[src/rtl/mouse_cfg_sequencer_pkg.sv]
// Shared definitions for the PS/2 mouse configuration sequencer: protocol bytes,
// result codes, state encoding and script geometry.
package mouse_cfg_sequencer_pkg;

    localparam logic [7:0] Ps2Ack     = 8'hFA;
    localparam logic [7:0] Ps2Resend  = 8'hFE;
    localparam logic [7:0] Ps2Error   = 8'hFC;
    localparam logic [7:0] Ps2Disable = 8'hF5;
    localparam logic [7:0] Ps2Enable  = 8'hF4;
    localparam logic [7:0] Ps2SetRate = 8'hF3;
    localparam logic [7:0] Ps2GetId   = 8'hF2;

    localparam logic [2:0] ResOk         = 3'd0;
    localparam logic [2:0] ResTimeout    = 3'd1;
    localparam logic [2:0] ResNak        = 3'd2;
    localparam logic [2:0] ResFrame      = 3'd3;
    localparam logic [2:0] ResUnexpected = 3'd4;

    typedef enum logic [2:0] {
        StIdle,
        StSend,
        StWaitSent,
        StWaitAck,
        StWaitId,
        StFinish
    } seqState_t;

    typedef enum logic {
        ScriptCmd,
        ScriptWheel
    } scriptSel_t;

    localparam int StepWidth = 4;
    typedef logic [StepWidth-1:0] step_t;

    // Index of the closing F4 step; also the jump target when recovering from an error.
    function automatic step_t lastStep(scriptSel_t sel, logic hasArg);
        if (sel == ScriptWheel) return step_t'(8);
        return hasArg ? step_t'(3) : step_t'(2);
    endfunction

endpackage

[src/rtl/mouse_cfg_sequencer_if.sv]
// Host request/result and transmitter/receiver handshake signals of the
// configuration sequencer, bundled for the master (host/link) and slave (sequencer) sides.
interface mouse_cfg_sequencer_if;

    logic       CMD_REQ;
    logic [7:0] CMD_BYTE;
    logic       CMD_HAS_ARG;
    logic [7:0] CMD_ARG;
    logic       WHEEL_REQ;

    logic       SEND_BYTE;
    logic [7:0] BYTE_TO_SEND;
    logic       BYTE_SENT;
    logic       READ_ENABLE;
    logic [7:0] BYTE_READ;
    logic [1:0] BYTE_ERROR_CODE;
    logic       BYTE_READY;

    logic       BUSY;
    logic       DONE;
    logic [2:0] RESULT;
    logic [7:0] DEVICE_ID;

    modport slave (
        input  CMD_REQ, CMD_BYTE, CMD_HAS_ARG, CMD_ARG, WHEEL_REQ,
        input  BYTE_SENT, BYTE_READ, BYTE_ERROR_CODE, BYTE_READY,
        output SEND_BYTE, BYTE_TO_SEND, READ_ENABLE,
        output BUSY, DONE, RESULT, DEVICE_ID
    );

    modport master (
        output CMD_REQ, CMD_BYTE, CMD_HAS_ARG, CMD_ARG, WHEEL_REQ,
        output BYTE_SENT, BYTE_READ, BYTE_ERROR_CODE, BYTE_READY,
        input  SEND_BYTE, BYTE_TO_SEND, READ_ENABLE,
        input  BUSY, DONE, RESULT, DEVICE_ID
    );

endinterface

[src/rtl/mouse_cfg_script.sv]
// Combinational script ROM: maps (script, step) to the byte to transmit and
// flags the closing step and the step whose ack is followed by an ID byte.
module mouse_cfg_script
    import mouse_cfg_sequencer_pkg::*;
(
    input  scriptSel_t scriptSel,
    input  step_t      step,
    input  logic [7:0] cmdByte,
    input  logic       hasArg,
    input  logic [7:0] cmdArg,
    output logic [7:0] scriptByte,
    output logic       isLast,
    output logic       isGetid
);

    always_comb begin
        scriptByte = Ps2Enable;
        if (scriptSel == ScriptWheel) begin
            // Sample rates 200, 100, 80 is the IntelliMouse unlock knock.
            case (step)
                step_t'(0): scriptByte = Ps2Disable;
                step_t'(1): scriptByte = Ps2SetRate;
                step_t'(2): scriptByte = 8'hC8;
                step_t'(3): scriptByte = Ps2SetRate;
                step_t'(4): scriptByte = 8'h64;
                step_t'(5): scriptByte = Ps2SetRate;
                step_t'(6): scriptByte = 8'h50;
                step_t'(7): scriptByte = Ps2GetId;
                default:    scriptByte = Ps2Enable;
            endcase
        end else begin
            case (step)
                step_t'(0): scriptByte = Ps2Disable;
                step_t'(1): scriptByte = cmdByte;
                step_t'(2): scriptByte = hasArg ? cmdArg : Ps2Enable;
                default:    scriptByte = Ps2Enable;
            endcase
        end
        isLast  = (step == lastStep(scriptSel, hasArg));
        isGetid = (scriptSel == ScriptWheel) && (step == step_t'(7));
    end

endmodule

[src/rtl/mouse_cfg_sequencer.sv]
// Runtime PS/2 mouse configuration sequencer: pauses streaming, plays a command
// or wheel-enable script with ack checking, retries and recovery, then resumes.
module mouse_cfg_sequencer
    import mouse_cfg_sequencer_pkg::*;
#(
    parameter int TimeoutCycles = 5000000,
    parameter int MaxRetry      = 2,
    parameter int MaxDiscard    = 3
) (
    input  logic                        CLK,
    input  logic                        RESET,
    mouse_cfg_sequencer_if.slave        bus
);

    localparam logic [22:0] TimerLimit = 23'(TimeoutCycles - 1);

    seqState_t  state, stateNext;
    step_t      step, stepNext;
    logic [3:0] retryCnt, retryNext;
    logic [3:0] discardCnt, discardNext;
    logic       recovering, recoverNext;
    logic [2:0] firstErr, firstErrNext;
    logic [2:0] resultQ, resultNext;
    logic [7:0] deviceIdQ, deviceIdNext;
    scriptSel_t scriptSel, selNext;
    logic [7:0] cmdByteQ, cmdByteNext;
    logic       hasArgQ, hasArgNext;
    logic [7:0] cmdArgQ, cmdArgNext;
    logic [22:0] timer;

    logic       timeout;
    logic       raiseErr;
    logic [2:0] errCode;
    logic [7:0] scriptByte;
    logic       isLast, isGetid;

    mouse_cfg_script scriptRom (
        .scriptSel (scriptSel),
        .step      (step),
        .cmdByte   (cmdByteQ),
        .hasArg    (hasArgQ),
        .cmdArg    (cmdArgQ),
        .scriptByte(scriptByte),
        .isLast    (isLast),
        .isGetid   (isGetid)
    );

    assign timeout = (timer == TimerLimit);

    always_comb begin
        // NOTE: every variable gets a default first, so no path can leave one unassigned and infer a latch.
        stateNext    = state;
        stepNext     = step;
        retryNext    = retryCnt;
        discardNext  = discardCnt;
        recoverNext  = recovering;
        firstErrNext = firstErr;
        resultNext   = resultQ;
        deviceIdNext = deviceIdQ;
        selNext      = scriptSel;
        cmdByteNext  = cmdByteQ;
        hasArgNext   = hasArgQ;
        cmdArgNext   = cmdArgQ;
        raiseErr     = 1'b0;
        errCode      = ResOk;

        case (state)
            StIdle: begin
                stepNext     = '0;
                retryNext    = '0;
                discardNext  = '0;
                recoverNext  = 1'b0;
                firstErrNext = ResOk;
                if (bus.WHEEL_REQ || bus.CMD_REQ) begin
                    selNext     = bus.WHEEL_REQ ? ScriptWheel : ScriptCmd;
                    cmdByteNext = bus.CMD_BYTE;
                    hasArgNext  = bus.CMD_HAS_ARG;
                    cmdArgNext  = bus.CMD_ARG;
                    stateNext   = StSend;
                end
            end
            StSend: stateNext = StWaitSent;
            StWaitSent: begin
                if (bus.BYTE_SENT) begin
                    stateNext = StWaitAck;
                end else if (timeout) begin
                    raiseErr = 1'b1;
                    errCode  = ResTimeout;
                end
            end
            StWaitAck: begin
                // A byte arriving on the timeout cycle is still honoured.
                if (bus.BYTE_READY) begin
                    if (bus.BYTE_ERROR_CODE != 2'd0) begin
                        raiseErr = 1'b1;
                        errCode  = ResFrame;
                    end else if (bus.BYTE_READ == Ps2Ack) begin
                        retryNext = '0;
                        if (isGetid) begin
                            stateNext = StWaitId;
                        end else if (isLast) begin
                            stateNext  = StFinish;
                            resultNext = recovering ? firstErr : ResOk;
                        end else begin
                            stepNext  = step + step_t'(1);
                            stateNext = StSend;
                        end
                    end else if (bus.BYTE_READ == Ps2Resend) begin
                        if (!recovering && retryCnt < 4'(MaxRetry)) begin
                            retryNext = retryCnt + 4'd1;
                            stateNext = StSend;
                        end else begin
                            raiseErr = 1'b1;
                            errCode  = ResNak;
                        end
                    end else if (bus.BYTE_READ == Ps2Error) begin
                        raiseErr = 1'b1;
                        errCode  = ResNak;
                    end else if (step == '0) begin
                        // Movement packets already in flight before the F5 took effect.
                        if (discardCnt == 4'(MaxDiscard)) begin
                            raiseErr = 1'b1;
                            errCode  = ResUnexpected;
                        end else begin
                            discardNext = discardCnt + 4'd1;
                        end
                    end else begin
                        raiseErr = 1'b1;
                        errCode  = ResUnexpected;
                    end
                end else if (timeout) begin
                    raiseErr = 1'b1;
                    errCode  = ResTimeout;
                end
            end
            StWaitId: begin
                if (bus.BYTE_READY) begin
                    if (bus.BYTE_ERROR_CODE != 2'd0) begin
                        raiseErr = 1'b1;
                        errCode  = ResFrame;
                    end else begin
                        deviceIdNext = bus.BYTE_READ;
                        stepNext     = step + step_t'(1);
                        stateNext    = StSend;
                    end
                end else if (timeout) begin
                    raiseErr = 1'b1;
                    errCode  = ResTimeout;
                end
            end
            StFinish: stateNext = StIdle;
            default:  stateNext = StIdle;
        endcase

        // Once streaming is disabled, always try to re-enable it before reporting.
        if (raiseErr) begin
            if (step == '0 || recovering) begin
                stateNext  = StFinish;
                resultNext = recovering ? firstErr : errCode;
            end else begin
                firstErrNext = errCode;
                recoverNext  = 1'b1;
                stepNext     = lastStep(scriptSel, hasArgQ);
                retryNext    = '0;
                stateNext    = StSend;
            end
        end
    end

    always_ff @(posedge CLK) begin
        if (RESET) begin
            state      <= StIdle;
            step       <= '0;
            retryCnt   <= '0;
            discardCnt <= '0;
            recovering <= 1'b0;
            firstErr   <= ResOk;
            resultQ    <= ResOk;
            deviceIdQ  <= 8'h00;
            scriptSel  <= ScriptCmd;
            cmdByteQ   <= 8'h00;
            hasArgQ    <= 1'b0;
            cmdArgQ    <= 8'h00;
            timer      <= '0;
        end else begin
            // NOTE: non-blocking assignments so every register updates from pre-edge values.
            state      <= stateNext;
            step       <= stepNext;
            retryCnt   <= retryNext;
            discardCnt <= discardNext;
            recovering <= recoverNext;
            firstErr   <= firstErrNext;
            resultQ    <= resultNext;
            deviceIdQ  <= deviceIdNext;
            scriptSel  <= selNext;
            cmdByteQ   <= cmdByteNext;
            hasArgQ    <= hasArgNext;
            cmdArgQ    <= cmdArgNext;
            if (stateNext != state) timer <= '0;
            else if (timer != '1)   timer <= timer + 23'd1;
        end
    end

    assign bus.SEND_BYTE    = (state == StSend);
    assign bus.BYTE_TO_SEND = (state == StSend || state == StWaitSent) ? scriptByte : 8'h00;
    assign bus.READ_ENABLE  = (state == StWaitAck || state == StWaitId);
    assign bus.BUSY         = (state != StIdle);
    assign bus.DONE         = (state == StFinish);
    assign bus.RESULT       = resultQ;
    assign bus.DEVICE_ID    = deviceIdQ;

endmodule

[src/flat_wrapper.sv]
// flat-port wrapper written by rule: the top's interface ports become plain ports
module mouse_cfg_sequencer_flat import mouse_cfg_sequencer_pkg::*;
#(
    parameter int TimeoutCycles = 5000000,
    parameter int MaxRetry      = 2,
    parameter int MaxDiscard    = 3
)
  (CLK, RESET, bus_CMD_REQ, bus_CMD_BYTE, bus_CMD_HAS_ARG, bus_CMD_ARG, bus_WHEEL_REQ, bus_BYTE_SENT, bus_BYTE_READ, bus_BYTE_ERROR_CODE, bus_BYTE_READY, bus_SEND_BYTE, bus_BYTE_TO_SEND, bus_READ_ENABLE, bus_BUSY, bus_DONE, bus_RESULT, bus_DEVICE_ID);
  mouse_cfg_sequencer_if bus_i ();
  input  logic CLK;
  input  logic RESET;
  input wire logic [$bits(bus_i.CMD_REQ)-1:0] bus_CMD_REQ;
  input wire logic [$bits(bus_i.CMD_BYTE)-1:0] bus_CMD_BYTE;
  input wire logic [$bits(bus_i.CMD_HAS_ARG)-1:0] bus_CMD_HAS_ARG;
  input wire logic [$bits(bus_i.CMD_ARG)-1:0] bus_CMD_ARG;
  input wire logic [$bits(bus_i.WHEEL_REQ)-1:0] bus_WHEEL_REQ;
  input wire logic [$bits(bus_i.BYTE_SENT)-1:0] bus_BYTE_SENT;
  input wire logic [$bits(bus_i.BYTE_READ)-1:0] bus_BYTE_READ;
  input wire logic [$bits(bus_i.BYTE_ERROR_CODE)-1:0] bus_BYTE_ERROR_CODE;
  input wire logic [$bits(bus_i.BYTE_READY)-1:0] bus_BYTE_READY;
  output wire logic [$bits(bus_i.SEND_BYTE)-1:0] bus_SEND_BYTE;
  output wire logic [$bits(bus_i.BYTE_TO_SEND)-1:0] bus_BYTE_TO_SEND;
  output wire logic [$bits(bus_i.READ_ENABLE)-1:0] bus_READ_ENABLE;
  output wire logic [$bits(bus_i.BUSY)-1:0] bus_BUSY;
  output wire logic [$bits(bus_i.DONE)-1:0] bus_DONE;
  output wire logic [$bits(bus_i.RESULT)-1:0] bus_RESULT;
  output wire logic [$bits(bus_i.DEVICE_ID)-1:0] bus_DEVICE_ID;
  assign bus_i.CMD_REQ = bus_CMD_REQ;
  assign bus_i.CMD_BYTE = bus_CMD_BYTE;
  assign bus_i.CMD_HAS_ARG = bus_CMD_HAS_ARG;
  assign bus_i.CMD_ARG = bus_CMD_ARG;
  assign bus_i.WHEEL_REQ = bus_WHEEL_REQ;
  assign bus_i.BYTE_SENT = bus_BYTE_SENT;
  assign bus_i.BYTE_READ = bus_BYTE_READ;
  assign bus_i.BYTE_ERROR_CODE = bus_BYTE_ERROR_CODE;
  assign bus_i.BYTE_READY = bus_BYTE_READY;
  assign bus_SEND_BYTE = bus_i.SEND_BYTE;
  assign bus_BYTE_TO_SEND = bus_i.BYTE_TO_SEND;
  assign bus_READ_ENABLE = bus_i.READ_ENABLE;
  assign bus_BUSY = bus_i.BUSY;
  assign bus_DONE = bus_i.DONE;
  assign bus_RESULT = bus_i.RESULT;
  assign bus_DEVICE_ID = bus_i.DEVICE_ID;
  mouse_cfg_sequencer #(.TimeoutCycles(TimeoutCycles), .MaxRetry(MaxRetry), .MaxDiscard(MaxDiscard)) u_core (.CLK(CLK), .RESET(RESET), .bus(bus_i));
endmodule
[config.mk]
export PLATFORM = sky130hd
export DESIGN_NAME = mouse_cfg_sequencer_flat
export DESIGN_NICKNAME = d
export VERILOG_FILES = /design/src/rtl/mouse_cfg_sequencer_pkg.sv /design/src/rtl/mouse_cfg_sequencer_if.sv /design/src/rtl/mouse_cfg_script.sv /design/src/rtl/mouse_cfg_sequencer.sv /design/src/flat_wrapper.sv
export SDC_FILE = /design/constraint.sdc
export NUM_CORES = 1
export LEC_CHECK = 0
export CORE_ASPECT_RATIO = 1.4
export CORE_MARGIN = 5
export CORE_UTILIZATION = 35
export DETAILED_ROUTE_END_ITERATION = 10
export SETUP_SLACK_MARGIN = 0.3
export SYNTH_ARGS = -nofsm -noshare
export SYNTH_HDL_FRONTEND = slang
export SYNTH_HIERARCHICAL = 1
export SYNTH_SLANG_ARGS = --single-unit
[constraint.sdc]
create_clock -name CLK -period 2.8 [get_ports CLK]
set_input_delay 0.42 -clock CLK [delete_from_list [all_inputs] [get_ports CLK]]
set_output_delay 0.42 -clock CLK [all_outputs]
set_load 0.005 [all_outputs]
==> qor.csv <==
metric,value,unit
tightest_slew,598.9,ps
ys_top_cells_by_area,"dfxtp_1, nand2_1, a21oi_1, nor3_1, xor2_1",
drt_first_pass_iters,4,
path_max_fanout,7,
syn_area,0.003856,mm2
crit_buf_inv,5,
cpMaxStageDelayCell,dfxtp_4,
n_antenna_cell,0,
syn_avg_cell_area,7.967,um2
routed-via-count,3859,
top_layer,met4,
cp.required,2380,ps
cp.arrival,1990,ps
grt_max_degree,24,
irDropWorstVdd,0.3031,mV
power.density,678.5,mW/mm2
die_height,134.2,um
wl_met1,4.446,mm
htree_levels,3,
fmax,0.4151,GHz
drive_gt1_share,14.78,%
synth_simple_gate_area_share,34.52,%
route.detailed.drc,0,
drt_iter0_drc,183,
grt_pass1_wl,18.06,mm
root_buffer,clkbuf_16,
synth_mux_area_share,0.5191,%
reg2reg_depth,8,
area_delta_synth_final,33.06,%
final_antenna_net_count,0,
clockBufferDepth,2,
rows,45,
wl,11.06,mm
synth_compound_area_share,16.68,%
finalWeightedCongestion,0.8897,
yosysMostFrequentCell,nand2_1,
final-hold-violation-count,0,
fin_util,47.47,%
yosysWarnings,6,
pin_count,56,
dp_hpwl,8.339,mm
synth-edff-count,0,
syn_nets,522,
synth_cells,484,
holdWs,452.7,ps
dr_wl_met2,5.756,mm
critPathLaunchType,flop,
fin_skew,3.952,ps
yosysUniqueCellTypes,63,
synthFlopType,dfxtp_1,
fill_cells,1121,
cts.sinks,71,
netlist.area_leader.share,36.86,%
vias_per_cell,5.390,
synth-seq-cells,71,
setup_viol,0,
start_util,35.67,%
synth-xor-area-share,5.224,%
nets,608,
cts_buffers,9,
critPathTopFamily,buffers and inverters,
tritoncts,built,
core_area,0.01081,mm2
synth_common_cells,"nand2_1, dfxtp_1, a21oi_1, nor2_1, nor3_1",
endpoint_kind,output pin,
antenna_found_initial,0,
rsz0062_at_grt,true,
synth_fa_ha_area_share,1.882,%
die_w,98.71,um
synth_top_cell_by_area,dfxtp_1,
fin_crit_sh,86.05,%
grt_pass1_vias,3775,
cp_cell_sequence,"buf_4, buf_6, nor4b_4, buf_4, buf_4, a32oi_1, o22ai_1, and2_1, buf_2",
crit_type,reg2out,
critical_path.max_stage_delay,350,ps
maxCapViolCount,0,
power.leakage,1.851,nW
postCtsHoldBufs,0,
dieArea,0.01325,mm2
layout_min_cycle_time,2409,ps
clk_latency,330,ps
grtUsageTotal,16.79,%
async_flop_share,0,%
hp-class,reg2reg,
final_max_slew_viol_count,0,
route.met3.wl,378,um
grt-ovfl-total,0,
status,"complete, no violations",
critPathMostFrequentCell,buf_4,
wl_per_cell,15.44,um
relSlewSlack,59.73,%
crit_cells,9,
seq_area_frac_synth,36.86,%
io_buffers,55,
cts.clk_slew.worst_paths,60,ps
finalPower,3.481,mW
min_path_cells,2,
synth_top_family_by_area,simple AND/OR/NAND/NOR gates,
timing repair:
| action | CTS | global route |
|---|---|---|
| pin swaps | 2 | 7 |
| setup endpoints to repair | 9 | 42 |
| gates resized for setup | 12 | 13 |
| buffers inserted | 4 | 2 |
| gates cloned | 0 | 0 |
worst register-to-register path: stages (launching register included):
cell and delay (ps):
dfxtp_1 310, or4_4 560, a2111oi_4 440, buf_4 190, o22a_1 160, nor4b_2 60
nor3_2 240, buf_12 200, nor3_1 70
metal layers:
metal / GRT usage (%) / vias up
met5: 0 / -
met3: 3.278 / 31
met1: 18.18 / 1834
met2: 30.14 / 71
li1: - / 1923
met4: 9.567 / 0
final timing paths:
check	endpoint	start	slack, ps
worst max register to register	u_core/timer[7]	u_core/recovering	450
worst min register to register	u_core/cmdByteQ[0]	u_core/cmdByteQ[0]	450
worst max-delay path	bus_BYTE_TO_SEND[0]	u_core/step[0]	390
worst min-delay path	u_core/cmdByteQ[0]	u_core/cmdByteQ[0]	450
power breakdown:
group	leakage, nW	total [mW]	internal (mW)	switching, mW
clock	0.151	1.10	0.691	0.412
sequential	0.577	1.19	1.10	0.0878
combinational	1.12	1.19	0.517	0.673
cells in the final DEF, fill, tap and decap left out, types with 3 or more instances in the layout:
| cell type | count |
|---|---|
| nand2_1 | 79 |
| dfxtp_1 | 69 |
| clkdlybuf4s50_1 | 47 |
| buf_4 | 42 |
| a21oi_1 | 40 |
| nor2_1 | 33 |
| nor3_1 | 30 |
| nand3_1 | 19 |
| xor2_1 | 16 |
| nand4_1 | 15 |
| and2_1 | 12 |
| o21ai_0 | 11 |
| and3_1 | 10 |
| clkbuf_16 | 9 |
| inv_1 | 9 |
| nor3b_1 | 8 |
| xnor2_1 | 7 |
| o21ai_1 | 7 |
| a32oi_1 | 7 |
| nor4_1 | 6 |
| dlygate4sd2_1 | 5 |
| or3_1 | 5 |
| ha_1 | 5 |
| clkbuf_8 | 4 |
| clkinv_2 | 3 |
| or3b_2 | 3 |
| nand2b_1 | 3 |
| and4_1 | 3 |
| o211ai_1 | 3 |
| a31oi_1 | 3 |
| a221o_1 | 3 |
| nand4b_1 | 3 |
logic make-up after synthesis:
| group | Yosys count |
|---|---|
| and+or+nand+nor | 250 |
| AOI/OAI and AO/OA | 97 |
| DFF | 71 |
| buffers and inverters | 35 |
| xor gates and xnor gates | 23 |
| adders and majority gates | 6 |
| muxes | 2 |
through the flow:
stage / setup TNS (ps) / worst slack [ps] / cell area [um2] / instances
finish: 0 / 390.7 / 5131 / 716
global route: 0 / 244.5 / 5131 / 716
CTS: 0 / 214.1 / 5104 / 714
detailed placement: -9.895 / -4.641 / 4772 / 694
global placement: 0 / 38.38 / 4772 / 694
floorplan: 0 / 456.9 / 3856 / 484
flip-flops by register name, summed over array words and instances (netlist names):
name,flops
u_core/timer,23
u_core/step,4
u_core/cmdByteQ,8
u_core/bus.RESULT,3
u_core/cmdArgQ,8
u_core/hasArgQ,1
u_core/scriptSel,1
u_core/bus.DEVICE_ID,8
u_core/firstErr,3
u_core/recovering,1
u_core/state,3
u_core/discardCnt,4
u_core/retryCnt,4
cell type report:
| type | count | area (um2) | area share, % |
|---|---|---|---|
| Clock buffer | 13 | 280.3 | 5.462 |
| Multi-Input combinational cell | 378 | 2300 | 44.82 |
| Clock inverter | 3 | 15.01 | 0.2926 |
| Tap cell | 141 | 176.4 | 3.438 |
| Inverter | 10 | 37.54 | 0.7315 |
| Sequential cell | 71 | 1426 | 27.80 |
| Timing Repair Buffer | 100 | 895.9 | 17.46 |
(Power assumes the default switching activity.)
